File: src/rtl/pc_sequencer.sv
// pc_sequencer: registered fetch PC with prioritised trap / redirect / return
// selection, target alignment masking and a circular return-address stack.
module pc_sequencer #(
  parameter int unsigned     XLEN         = 64,
  parameter logic [XLEN-1:0] RESET_VECTOR = '0,
  parameter int unsigned     STEP         = 4,
  parameter int unsigned     ALIGN_BITS   = 2,
  parameter int unsigned     RAS_DEPTH    = 4
) (
  input  logic                         clk,
  input  logic                         reset,
  input  logic                         stall,
  input  logic                         trap_valid,
  input  logic [XLEN-1:0]              trap_vector,
  input  logic                         redirect_valid,
  input  logic [XLEN-1:0]              redirect_target,
  input  logic                         redirect_is_call,
  input  logic                         ret_valid,
  input  logic [XLEN-1:0]              ret_fallback,
  output logic [XLEN-1:0]              pc_out,
  output logic                         redirected,
  output logic                         target_misaligned,
  output logic [$clog2(RAS_DEPTH):0]   ras_count,
  output logic                         ras_empty,
  output logic                         ras_full
);

  localparam int unsigned PTR_W = $clog2(RAS_DEPTH);
  localparam int unsigned CNT_W = PTR_W + 1;
  // Low target bits that must be zero; an all-zero mask disables the check.
  localparam logic [XLEN-1:0] ALIGN_MASK =
    (ALIGN_BITS == 0) ? '0 : ({XLEN{1'b1}} >> (XLEN - ALIGN_BITS));

  typedef enum logic [2:0] {
    SRC_SEQ,
    SRC_HOLD,
    SRC_TRAP,
    SRC_REDIRECT,
    SRC_RETURN
  } src_e;

  src_e             src;
  logic [XLEN-1:0]  ras_mem [RAS_DEPTH];
  logic [PTR_W-1:0] top_ptr;
  logic [PTR_W-1:0] top_inc;
  logic [PTR_W-1:0] top_dec;
  logic [XLEN-1:0]  pc_seq;
  logic [XLEN-1:0]  raw_target;
  logic [XLEN-1:0]  pc_next;
  logic             ras_hit;
  logic             push;
  logic             pop;
  logic             redir_next;
  logic             mis_next;

  assign ras_empty = (ras_count == '0);
  assign ras_full  = (ras_count == CNT_W'(RAS_DEPTH));

  // Fixed-priority choice of where the next PC comes from.
  always_comb begin
    src = SRC_SEQ;
    if (trap_valid)                src = SRC_TRAP;
    else if (redirect_valid)       src = SRC_REDIRECT;
    else if (ret_valid && !stall)  src = SRC_RETURN;
    else if (stall)                src = SRC_HOLD;
  end

  // Next-PC datapath: target mux, alignment masking and RAS push/pop strobes.
  always_comb begin
    ras_hit    = !ras_empty;
    pc_seq     = pc_out + XLEN'(STEP);
    top_inc    = top_ptr + PTR_W'(1);
    top_dec    = top_ptr - PTR_W'(1);
    push       = (src == SRC_REDIRECT) && redirect_is_call;
    pop        = (src == SRC_RETURN) && ras_hit;
    raw_target = '0;
    redir_next = 1'b1;
    unique case (src)
      SRC_TRAP:     raw_target = trap_vector;
      SRC_REDIRECT: raw_target = redirect_target;
      SRC_RETURN:   raw_target = ras_hit ? ras_mem[top_ptr] : ret_fallback;
      default:      redir_next = 1'b0;
    endcase
    mis_next = redir_next && ((raw_target & ALIGN_MASK) != '0);
    unique case (src)
      SRC_SEQ:  pc_next = pc_seq;
      SRC_HOLD: pc_next = pc_out;
      default:  pc_next = raw_target & ~ALIGN_MASK;
    endcase
  end

  // PC, status flags and RAS bookkeeping registers.
  always_ff @(posedge clk or posedge reset) begin
    if (reset) begin
      pc_out            <= RESET_VECTOR;
      redirected        <= 1'b0;
      target_misaligned <= 1'b0;
      ras_count         <= '0;
      top_ptr           <= '0;
    end else begin
      pc_out            <= pc_next;
      redirected        <= redir_next;
      target_misaligned <= mis_next;
      if (push) begin
        top_ptr <= top_inc;
        if (!ras_full) ras_count <= ras_count + CNT_W'(1);
      end else if (pop) begin
        top_ptr   <= top_dec;
        ras_count <= ras_count - CNT_W'(1);
      end
    end
  end

  // RAS storage; a push at full count overwrites the oldest slot via wraparound.
  always_ff @(posedge clk) begin
    if (push) ras_mem[top_inc] <= pc_seq;
  end

endmodule
File: config.mk
export PLATFORM = sky130hd
export DESIGN_NAME = pc_sequencer
export DESIGN_NICKNAME = d
export VERILOG_FILES = /design/src/rtl/pc_sequencer.sv
export SDC_FILE = /design/constraint.sdc
export NUM_CORES = 1
export LEC_CHECK = 0
export ABC_CLOCK_PERIOD_IN_PS = 3800
export CORE_MARGIN = 4
export CORE_UTILIZATION = 53
export DETAILED_ROUTE_END_ITERATION = 8
export PLACE_DENSITY = 0.8
export SYNTH_ARGS = -nofsm -noshare
export SYNTH_HDL_FRONTEND = slang
export SYNTH_SLANG_ARGS = --single-unit
export TNS_END_PERCENT = 50
File: constraint.sdc
create_clock -name clk -period 3.8 [get_ports clk]
set_clock_uncertainty 0.05 [all_clocks]
set_input_delay 0.57 -clock clk [delete_from_list [all_inputs] [get_ports clk]]
set_output_delay 0.57 -clock clk [all_outputs]
set_load 0.01 [all_outputs]
==> key figures, run 1 <==
CTS
  – Max Buffers Root-to-Sink: 3
  – Clk sinks: between 300 and 400
  – Clock slew at reported path FFs: 0.06 ns
  – CTS tree: yes
  – CTS Hold Bufs: 0
  – Clock root buffer master: clkbuf_16
  – Clock Latency Late Sink: around 0.56 ns
  – # resized after CTS: 0
  – Cts bufs inserted: 31
  – H-tree levels: 1
  – Setup Buffers After CTS: 0

Routing
  – Final antenna-violating net count: 0
  – Via count: about 12000
  – WL final: ~44000 um
  – DRT Pass-1 Iters: 6
  – Avg WL per Cell: around 24 um
  – DR DRC count: 0
  – Initial DRC Count: 1306
  – Vias/cell: 6.31

Synthesis
  – Post-Syn Instances: 1165
  – Top_reg_cell synth: edfxtp_1
  – Async S/R FF share, synth: 21.8%
  – Post-synth EDFFs: between 200 and 250
  – Syn_area_per_cell: approximately 13 um^2
  – Netlist cell types: 56
  – Yosys reg bits: 317
  – Register area share after synthesis: 60.1%
  – Synth Warn #: 0
  – Syn Std Cell Area: 15300 um^2

Pwr
  – Net Sw Frac: roughly 29%
  – PD cells: roughly 520 nW/um^2
  – Leakage: between 0.006 and 0.007 uW
  – Worst-case vdd ir drop: 0.000372 V
  – Seq pwr share: between 40% and 50%
  – Cell Int Power: 7120 uW
  – Power Total: 10100 uW
  – Clock power share: about 29%
  – P_sw: 2940 uW
  – Comb pwr share: 26.3%

Cells and area
  – Fin cells: 1830
  – Final Util: 69.2%
  – Design Area, Final: between 15000 and 20000 um^2
  – Area Overhead vs Synth: 27.4%
  – Filler cells: 1960
  – Antenna diode count: 0
  – Layout Nets: about 1600
  – Most frequent cells in the layout: 265 x clkdlybuf4s50_1, 248 x edfxtp_1, 131 x a21oi_1, 99 x nand2_1, 83 x o21ai_0
  – Commonest non-fill, non-tap cell in the layout: clkdlybuf4s50_1
  – Share of post-route cells with drive strength above 1: between 10% and 20%

Global route
  – Number of global-route vias before repair: 11600
  – Initial antenna violation count: 0
  – Total track usage: between 20% and 30%
  – First-pass GRT wire length: around 66000 um
  – Largest net degree at the start of global routing: 73
  – GRT overflow: 0

Die
  – Num rows: 61
  – Core area: about 28000 um^2
  – Initial Utilization: between 50% and 60%
  – Die Span Y: roughly 180 um
  – Die Footprint: 31600 um^2
  – Die width: around 180 um
  – Top Ports: 270

Critical path
  – Critical R2R Launch: pc_out[12]$_DFFE_PP0P_
  – Critical Path Source Type: flop
  – Worst reg2reg setup slack: between 0.4 and 0.5 ns
  – Reg-to-Reg End: ras_mem[3][54]$_DFFE_PP_
  – Worst Setup End Kind: flop
  – Reg2Reg Depth: 5
  – Crit Path Max Fanout: 14
  – Worst setup path start: pc_out[12]$_DFFE_PP0P_
  – Crit path capture: ras_mem[3][54]$_DFFE_PP_
  – CP Class: reg -> reg
  – Worst Path Required: about 4.1 ns
  – Crit path DAT: approximately 3.7 ns

STA
  – RSZ-0062 raised after global routing: false
  – Slew HR: around a third
  – Final-report max-slew violation count: 0
  – Least-Margin Pin Slew: about 1.0 ns
  – Fin. Hold Viols: 0
  – Setup_tns: 0 ns
  – Final setup viols: 0
  – Fmax: 298 MHz
  – Final period util: approximately nine tenths
  – Min Tclk post-route: 3.35 ns

Placement
  – Detailed placement HPWL: 30100 um
  – Post-DP Area: roughly 19000 um^2
  – Post-Place Cells: between 1500 and 2000
  – Port Buffers: 267
  – GPL Wtd Cong: 0.872

Run status
  – Status: finished, final reports clean

Worst hold path
  – Worst hold path type: in -> async

Job
  – Max-cap viol count: 0
-- stage by stage --
stage	worst slack [ns]	hold WS, ns
floorplan	0.457	0.476
global placement	0.596	0.448
detailed placement	0.502	0.451
CTS	0.504	0.364
global route	0.285	0.416
finish	0.448	0.369
-- routing by layer --
metal / GRT usage (%) / up-vias / share of wire [%]
li1: - / 5092 / -
met1: 36.3 / 5711 / 38
met2: 45.5 / 671 / 49
met3: 6.43 / 77 / 11
met4: 7.73 / 0 / 2.4
met5: 0 / - / 0
-- power groups by stage --
stage	sequential [uW]	combinational [uW]	clock, uW
after floorplan	4460	1650	0
after global placement	4580	2580	0
after detailed placement	4600	2620	0
after CTS	4540	2650	2890
after global routing	4590	2810	3040
final	4540	2650	2870
-- Yosys cell counts, drive strengths merged (3+ instances only) --
master | n | share of area, %
clkbuf | 61 | 1.5
nor2 | 32 | 0.79
edfxtp | 248 | 49
xnor2 | 38 | 2.2
a21oi | 132 | 4.4
nand3 | 23 | 0.75
a21o | 3 | 0.15
and4 | 7 | 0.40
a221o | 36 | 2.4
inv | 33 | 0.81
dfrtp | 69 | 11
xor2 | 25 | 1.4
o21a | 22 | 1.1
nand4 | 17 | 0.79
nor3 | 15 | 0.49
ha | 5 | 0.41
or3 | 5 | 0.20
nand2 | 99 | 2.4
buf | 19 | 0.61
and3 | 6 | 0.25
o21ai | 87 | 2.9
mux4 | 62 | 9.1
a2bb2oi | 23 | 1.4
or4 | 8 | 0.49
and2 | 6 | 0.25
a221oi | 22 | 1.3
o22a | 23 | 1.3
nor4 | 15 | 0.82
-- how the worst min path moves through the flow --
stage	start	end	slack (ns)	cells after the start
6_report	reset	pc_out[63]$_DFFE_PP0P_	0.37	2
5_1_grt	reset	pc_out[63]$_DFFE_PP0P_	0.42	2
2_1_floorplan	ras_count[2]$_DFFE_PP0P_	ras_count[2]$_DFFE_PP0P_	0.48	1
3_3_place_gp	ras_count[2]$_DFFE_PP0P_	ras_count[2]$_DFFE_PP0P_	0.45	1
3_5_place_dp	ras_count[2]$_DFFE_PP0P_	ras_count[2]$_DFFE_PP0P_	0.45	1
4_1_cts	reset	pc_out[63]$_DFFE_PP0P_	0.36	2
-- cell type report --
cell class	instances	area, um^2	share of cell area [%]
clock buffer	35	801	4.12
clock inverter	22	139	0.714
inverter	33	125	0.643
sequential	317	9180	47.2
multi-input combinational	736	5690	29.3
tap	378	473	2.43
timing repair buffer	309	3040	15.6
-- logic make-up (layout without fill, tap and decap cells) --
logic type / after synthesis / in the layout / share of synthesized area [%]
AOI/OAI and AO/OA: 358 / 358 / 15.3
DFF: 317 / 317 / 60.1
and+or+nand+nor: 242 / 242 / 8.19
buffers and inverters: 113 / 399 / 2.92
muxes: 65 / 65 / 9.35
xor gates and xnor gates: 63 / 63 / 3.61
adders and majority gates: 6 / 6 / 0.541
other: 1 / 2 / 0.0246
-- critical path, cell delays in order, from the launching register on --
cell     delay (ns)
dfrtp_1        0.48
nand3_1        0.31
or3_1          0.42
or4_1          0.89
or4_4          0.68
xnor2_1        0.30
-- flip-flops by register name, summed over array words and instances (netlist names) --
| name | flops |
|---|---|
| top_ptr | 2 |
| ras_mem | 248 |
| target_misaligned | 1 |
| redirected | 1 |
| pc_out | 62 |
| ras_count | 3 |
(Power assumes the default switching activity.)
==> run 2, diff against run 1 <==
CORE_UTILIZATION = 55   (was 53)
CTS_BUF_LIST = sky130_fd_sc_hd__clkbuf_4 sky130_fd_sc_hd__clkbuf_8   (was default)
PLACE_DENSITY = 0.83   (was 0.8)
==> run 2 against run 1 <==
  * Critical path depth unchanged
  * Total power increased by 3.2%
  * Sequential share of layout area is 0.41 points lower
  * Maximum frequency fell by 3.6%
  * Via count grew 0.49%
  * Die area shrank 3.5%
  * Clock power is 11% higher
  * Register-to-register slack got worse by 0.13 ns
  * Non-clock buffer count fell by 9
  * Sequential power up 2%
  * Worst setup slack worse by 0.13 ns
  * Critical path type unchanged
==> key figures, run 2 (synthesis results as in run 1) <==
Routing
  – Avg WL per Cell: 23.7 um (-1.9%)
  – Initial DRC Count: 1116 (-15%)
  – Via count: 11600 (+0.49%)
  – Final antenna-violating net count: 0 (unchanged)
  – WL final: 43800 um (-0.87%)
  – DR DRC count: 0 (unchanged)
  – DRT Pass-1 Iters: 5 (-1)
  – Vias/cell: 6.27 (-0.59%)

Cells and area
  – Max reg flops: 248 (unchanged)
  – Biggest registers after layout: ras_mem x248, pc_out x62, ras_count x3
  – Layout Nets: 1642 (+0.55%)
  – Filler cells: 1761 (-10%)
  – Commonest non-fill, non-tap cell in the layout: clkdlybuf4s50_1
  – Storage cell area: 9180 um^2 (unchanged)
  – Share of post-route cells with drive strength above 1: 14.3% (+1.7 points)
  – Most frequent cells in the layout: 265 x clkdlybuf4s50_1, 248 x edfxtp_1, 131 x a21oi_1, 99 x nand2_1, 83 x o21ai_0
  – Area Overhead vs Synth: 28.5%
  – Largest register by flop count: ras_mem
  – Area of the multi-input gates: 5690 um^2 (unchanged)
  – Antenna diode count: 0 (unchanged)

CTS
  – H-tree levels: 2 (+1)
  – Clk sinks: 317 (unchanged)
  – Clock root buffer master: clkbuf_8
  – Setup Buffers After CTS: 0 (unchanged)
  – CTS tree: yes
  – Cts bufs inserted: 49 (+58%)
  – Clock slew at reported path FFs: 0.07 ns (about the same)
  – Clock Latency Late Sink: 0.57 ns (about the same)
  – Max Buffers Root-to-Sink: 3 (unchanged)
  – CTS Hold Bufs: 0 (unchanged)
  – # resized after CTS: 0 (unchanged)

Global route
  – Largest net degree at the start of global routing: 73 (unchanged)
  – Met2 GRT Util: 46.2% (+0.67 points)
  – Total track usage: 28.2% (+0.89 points)
  – Met3 GRT Util: 7.53% (+1.1 points)
  – Number of global-route vias before repair: 11600 (+0.48%)
  – GRT overflow: 0 (unchanged)
  – Initial antenna violation count: 1 (+1)
  – First-pass GRT wire length: 66600 um (+0.93%)
  – Global route hottest layer: met2
  – Met1 usage: 37.4% (+1.1 points)

Placement
  – Pre-CTS setup slack: 0.503 ns (+0.00122 ns)
  – Detailed placement HPWL: 29600 um (-1.6%)
  – GPL Wtd Cong: 0.835 (-4.3%)
  – Port Buffers: 267 (unchanged)

Critical path
  – CP Class: reg -> reg
  – Crit path DAT: 3.69 ns (+0.04 ns)
  – Crit Path Max Fanout: 14 (unchanged)
  – Worst Path Required: 4.01 ns (-0.08 ns)
  – Critical Path Source Type: flop
  – Worst Setup End Kind: flop

Pwr
  – PD cells: 529 nW/um^2 (+2.3%)
  – Worst-case vdd ir drop: 0.000347 V (-6.7%)
  – Leakage: 0.00694 uW (+1.4%)

Die
  – Die Span Y: 175 um (-1.8%)
  – Num rows: 60 (-1.6%)
  – Top Ports: 270 (unchanged)
  – Core area: 27100 um^2 (-3.5%)
  – Die width: 175 um (-1.8%)
  – Die Footprint: 30500 um^2 (-3.5%)
  – Initial Utilization: 56.3% (+2.0 points)

STA
  – Fmax: 288 MHz (-3.6%)
  – Final-report max-slew violation count: 0 (unchanged)
  – Final period util: 91.5% (+3.3 points)
  – Final worst slack: 0.322 ns (-0.126 ns)
  – Final setup viols: 0 (unchanged)
  – Slew HR: 29.4% (-3.5 points)
  – Min Tclk post-route: 3.48 ns (+0.126 ns)
  – Least-Margin Pin Slew: 1.05 ns (+0.0520 ns)
  – Fin. Hold Viols: 0 (unchanged)
  – Setup_tns: 0 ns (unchanged)
  – RSZ-0062 raised after global routing: false

Job
  – Max-cap viol count: 0 (unchanged)

Worst hold path
  – Worst hold path type: in -> async

Run status
  – Status: finished, final reports clean
==> run 2: critical path, stage by stage, from the launching register on <==
cell and delay [ns]:
dfrtp_1 0.49, nand3_1 0.31, or3_1 0.42, or4_1 0.91, nor4_1 0.73, xor2_1 0.25
==> run 2: per-layer routing <==
metal | share of wire (%) | vias to the layer above
met3 | 10 | 94
met1 | 39 | 5740
met4 | 2.9 | 2
met2 | 48 | 648
li1 | - | 5124
met5 | 0.046 | -
==> run 2: worst paths after layout <==
| path | start | to | slack, ns | cells after the start |
|---|---|---|---|---|
| min in group clk | ras_count[2]$_DFFE_PP0P_ | ras_count[2]$_DFFE_PP0P_ | 0.47 | 1 |
| min reg2reg | ras_count[2]$_DFFE_PP0P_ | ras_count[2]$_DFFE_PP0P_ | 0.47 | 1 |
| max | pc_out[12]$_DFFE_PP0P_ | ras_mem[0][52]$_DFFE_PP_ | 0.32 | 5 |
| max reg2reg | pc_out[12]$_DFFE_PP0P_ | ras_mem[0][52]$_DFFE_PP_ | 0.32 | 5 |
| max in group asynchronous | reset | pc_out[41]$_DFFE_PP0P_ | 2.47 | 3 |
| min | reset | pc_out[63]$_DFFE_PP0P_ | 0.42 | 2 |
==> run 2: area by class of cell <==
cell class	instances	area share [%]
flip-flops and latches	317	46.8
clock buffers	74	4.71
repair buffers	300	15.4
inverters	33	0.638
multi-input cells	736	29.0
clock inverters	18	1.07
well taps	372	2.37
==> run 2: power breakdown <==
part           internal, uW  switching, uW
Sequential             4140            471
Clock                  1900           1300
Combinational          1410           1160
==> run 2: through the flow <==
step           utilization (%)  cell area, um^2  std cells  hold WS (ns)  total power [uW]
6_report                  72.4            19600       1850         0.424             10400
4_1_cts                   72.4            19600       1850         0.432             10400
5_1_grt                   72.4            19600       1850         0.462             10800
3_3_place_gp              68.2            18500       1758         0.444              7160
2_1_floorplan                -            15300       1166         0.476              6110
3_5_place_dp              68.2            18500       1758         0.453              7240
==> run 3, diff against run 2 <==
CORE_MARGIN = 2   (was 4)
CTS_CLUSTER_DIAMETER = 120   (was default)
==> run 3 against run 2 <==
  * Sequential power is essentially flat
  * Global-route usage grew 1.2 points
  * Worst setup slack gained 0.25 ns
  * Worst hold slack gained 0.028 ns
  * Largest power group unchanged
==> key figures, run 3 (synthesis results as in run 1) <==
Run status
  – Status: finished, final reports clean

Pwr
  – Net Sw Frac: 29.1% (+0.84 points)
  – PD cells: 512 nW/um^2 (-3.2%)
  – P_sw: 2900 uW (-1.2%)
  – Cell Int Power: 7070 uW (-5.1%)
  – Seq pwr share: 46.5% (+2.0 points)
  – Clock power share: 28.3% (-2.5 points)
  – Comb pwr share: 25.2% (+0.5 points)
  – Leakage: 0.00687 uW (-0.98%)
  – Worst-case vdd ir drop: 0.000317 V (-8.9%)

Cells and area
  – Storage cell area: 9180 um^2 (unchanged)
  – Design Area, Final: 19400 um^2 (-0.85%)
  – Commonest non-fill, non-tap cell in the layout: clkdlybuf4s50_1
  – Area Overhead vs Synth: 27.4%
  – Fin cells: 1844 (-0.32%)
  – Biggest registers after layout: ras_mem x248, pc_out x62, ras_count x3
  – Share of post-route cells with drive strength above 1: 14.2% (-0.15 points)
  – Layout Nets: 1640 (-0.12%)
  – Largest register by flop count: ras_mem
  – Filler cells: 1776 (+0.85%)
  – Antenna diode count: 0 (unchanged)
  – Max reg flops: 248 (unchanged)
  – Area of the multi-input gates: 5690 um^2 (about the same)
  – Most frequent cells in the layout: 265 x clkdlybuf4s50_1, 248 x edfxtp_1, 131 x a21oi_1, 99 x nand2_1, 83 x o21ai_0

STA
  – Least-Margin Pin Slew: 1.22 ns (+0.172 ns)
  – Slew HR: 18.3% (-11 points)
  – Final period util: 84.9% (-6.7 points)
  – Setup_tns: 0 ns (unchanged)
  – Min Tclk post-route: 3.23 ns (-0.253 ns)
  – RSZ-0062 raised after global routing: false
  – Fin. Hold Viols: 0 (unchanged)
  – Fmax: 310 MHz (+7.8%)
  – Final setup viols: 0 (unchanged)
  – Final-report max-slew violation count: 0 (unchanged)

Placement
  – Port Buffers: 267 (unchanged)
  – Detailed placement HPWL: 29000 um (-2.1%)
  – GPL Wtd Cong: 0.821 (-1.6%)
  – Post-Place Cells: 1759 (+0.057%)
  – Post-DP Area: 18500 um^2 (about the same)

CTS
  – Clock Latency Late Sink: 0.57 ns (about the same)
  – Clock root buffer master: clkbuf_8
  – Max Buffers Root-to-Sink: 3 (unchanged)
  – # resized after CTS: 0 (unchanged)
  – Clk sinks: 317 (unchanged)
  – CTS Hold Bufs: 0 (unchanged)
  – Setup Buffers After CTS: 0 (unchanged)
  – CTS tree: yes
  – Cts bufs inserted: 46 (-6.1%)
  – Clock slew at reported path FFs: 0.07 ns (about the same)
  – H-tree levels: 2 (unchanged)

Die
  – Die width: 171 um (-2.3%)
  – Top Ports: 270 (unchanged)
  – Core area: 27100 um^2 (unchanged)
  – Initial Utilization: 56.3% (unchanged)
  – Die Footprint: 29100 um^2 (-4.5%)
  – Die Span Y: 171 um (-2.3%)
  – Num rows: 60 (unchanged)

Critical path
  – Worst path bufs/invs: 2 (+2)
  – Reg-to-Reg End: ras_mem[2][54]$_DFFE_PP_
  – Crit path DAT: 2.61 ns (-1.08 ns)
  – Crit path cell chain: or3_1 > inv_1 > clkdlybuf4s50_1
  – Worst Setup End Kind: primary output
  – Crit Path Max Fanout: 10 (-4)
  – Worst reg2reg setup slack: 0.65 ns (+0.33 ns)
  – CP max-delay cell: or3_1
  – Reg2Reg Depth: 6 (+1)
  – Critical R2R Launch: pc_out[12]$_DFFE_PP0P_
  – CP Class: reg -> out
  – Crit-path leading delay family: buffers and inverters
  – Critical Path Source Type: flop
  – CP max stage delay: 0.63 ns (-0.28 ns)
  – Worst Path Required: 3.18 ns (-0.83 ns)

Job
  – Max-cap viol count: 0 (unchanged)

Routing
  – DR DRC count: 0 (unchanged)
  – DRT Pass-1 Iters: 6 (+1)
  – Final antenna-violating net count: 0 (unchanged)
  – WL final: 43100 um (-1.6%)
  – Initial DRC Count: 1103 (-1.2%)
  – Vias/cell: 6.30 (+0.33%)
  – Via count: 11600 (unchanged)
  – Avg WL per Cell: 23.4 um (-1.3%)

Global route
  – Number of global-route vias before repair: 11700 (+0.31%)
  – GRT overflow: 0 (unchanged)
  – Initial antenna violation count: 0 (-1)
  – First-pass GRT wire length: 64500 um (-3.2%)
  – Total track usage: 29.4% (+1.2 points)
  – Largest net degree at the start of global routing: 73 (unchanged)

Worst hold path
  – Hold_sp: redirect_valid
  – Worst hold path type: in -> reg
  – Hold endpoint: redirected$_DFF_PP0_
  – Worst hold path stage count: 3
run 3: cell count changes in the layout (fill, tap and decap cells not counted), sizes merged:
cell | previous run | this run
buf | 35 | 36
clkinvlp | 1 | 0
clkinv | 13 | 17
bufinv | 5 | 1
clkbuf | 74 | 68
run 3: layer usage:
layer | vias to the layer above | share of wire (%) | track usage [%]
met4 | 0 | 2.9 | 10.1
met3 | 91 | 11 | 6.99
li1 | 5109 | - | -
met5 | - | 0 | 0
met1 | 5749 | 38 | 38.0
met2 | 659 | 48 | 49.2
run 3: area by class of cell:
class | instances | share of cell area [%]
Clock buffer | 68 | 4.46
Sequential cell | 317 | 47.2
Timing Repair Buffer | 301 | 15.5
Clock inverter | 17 | 0.540
Tap cell | 372 | 2.39
Inverter | 33 | 0.643
Multi-Input combinational cell | 736 | 29.2
run 3: worst register-to-register path, delay by kind of cell, from the launching register on:
| kind | cells | cell delay, ns |
|---|---|---|
| xor gates and xnor gates | 1 | 0.29 |
| and+or+nand+nor | 4 | 1.88 |
| buffers and inverters | 1 | 0.24 |
| DFF | 1 | 0.49 |
run 3: worst max path at each step:
stage	from	to	slack (ns)	depth (start not counted)
after floorplan	top_ptr[0]$_DFFE_PP0P_	ras_mem[1][10]$_DFFE_PP_	0.46	6
after global placement	pc_out[4]$_DFFE_PP0P_	ras_mem[1][53]$_DFFE_PP_	0.75	5
after detailed placement	stall	pc_out[10]$_DFFE_PP0P_	0.66	7
after CTS	ras_count[0]$_DFFE_PP0P_	ras_empty	0.57	3
after global routing	pc_out[22]$_DFFE_PP0P_	ras_mem[1][52]$_DFFE_PP_	0.48	6
final	ras_count[0]$_DFFE_PP0P_	ras_empty	0.57	3
run 3: per-stage QoR:
step / power, uW / utilization (%) / setup slack (ns) / hold WS (ns)
after floorplan: 6110 / - / 0.457 / 0.476
after global placement: 7100 / 68.2 / 0.754 / 0.466
after detailed placement: 7190 / 68.2 / 0.664 / 0.454
after CTS: 9980 / 71.8 / 0.569 / 0.418
after global routing: 10300 / 71.8 / 0.480 / 0.484
final: 9970 / 71.8 / 0.575 / 0.452
run 3: power by group through the flow:
stage / Clock [uW] / Sequential, uW / Combinational [uW]
finish: 2820 / 4640 / 2510
global route: 2990 / 4690 / 2660
CTS: 2840 / 4640 / 2500
detailed placement: 0 / 4700 / 2490
global placement: 0 / 4680 / 2420
floorplan: 0 / 4460 / 1650
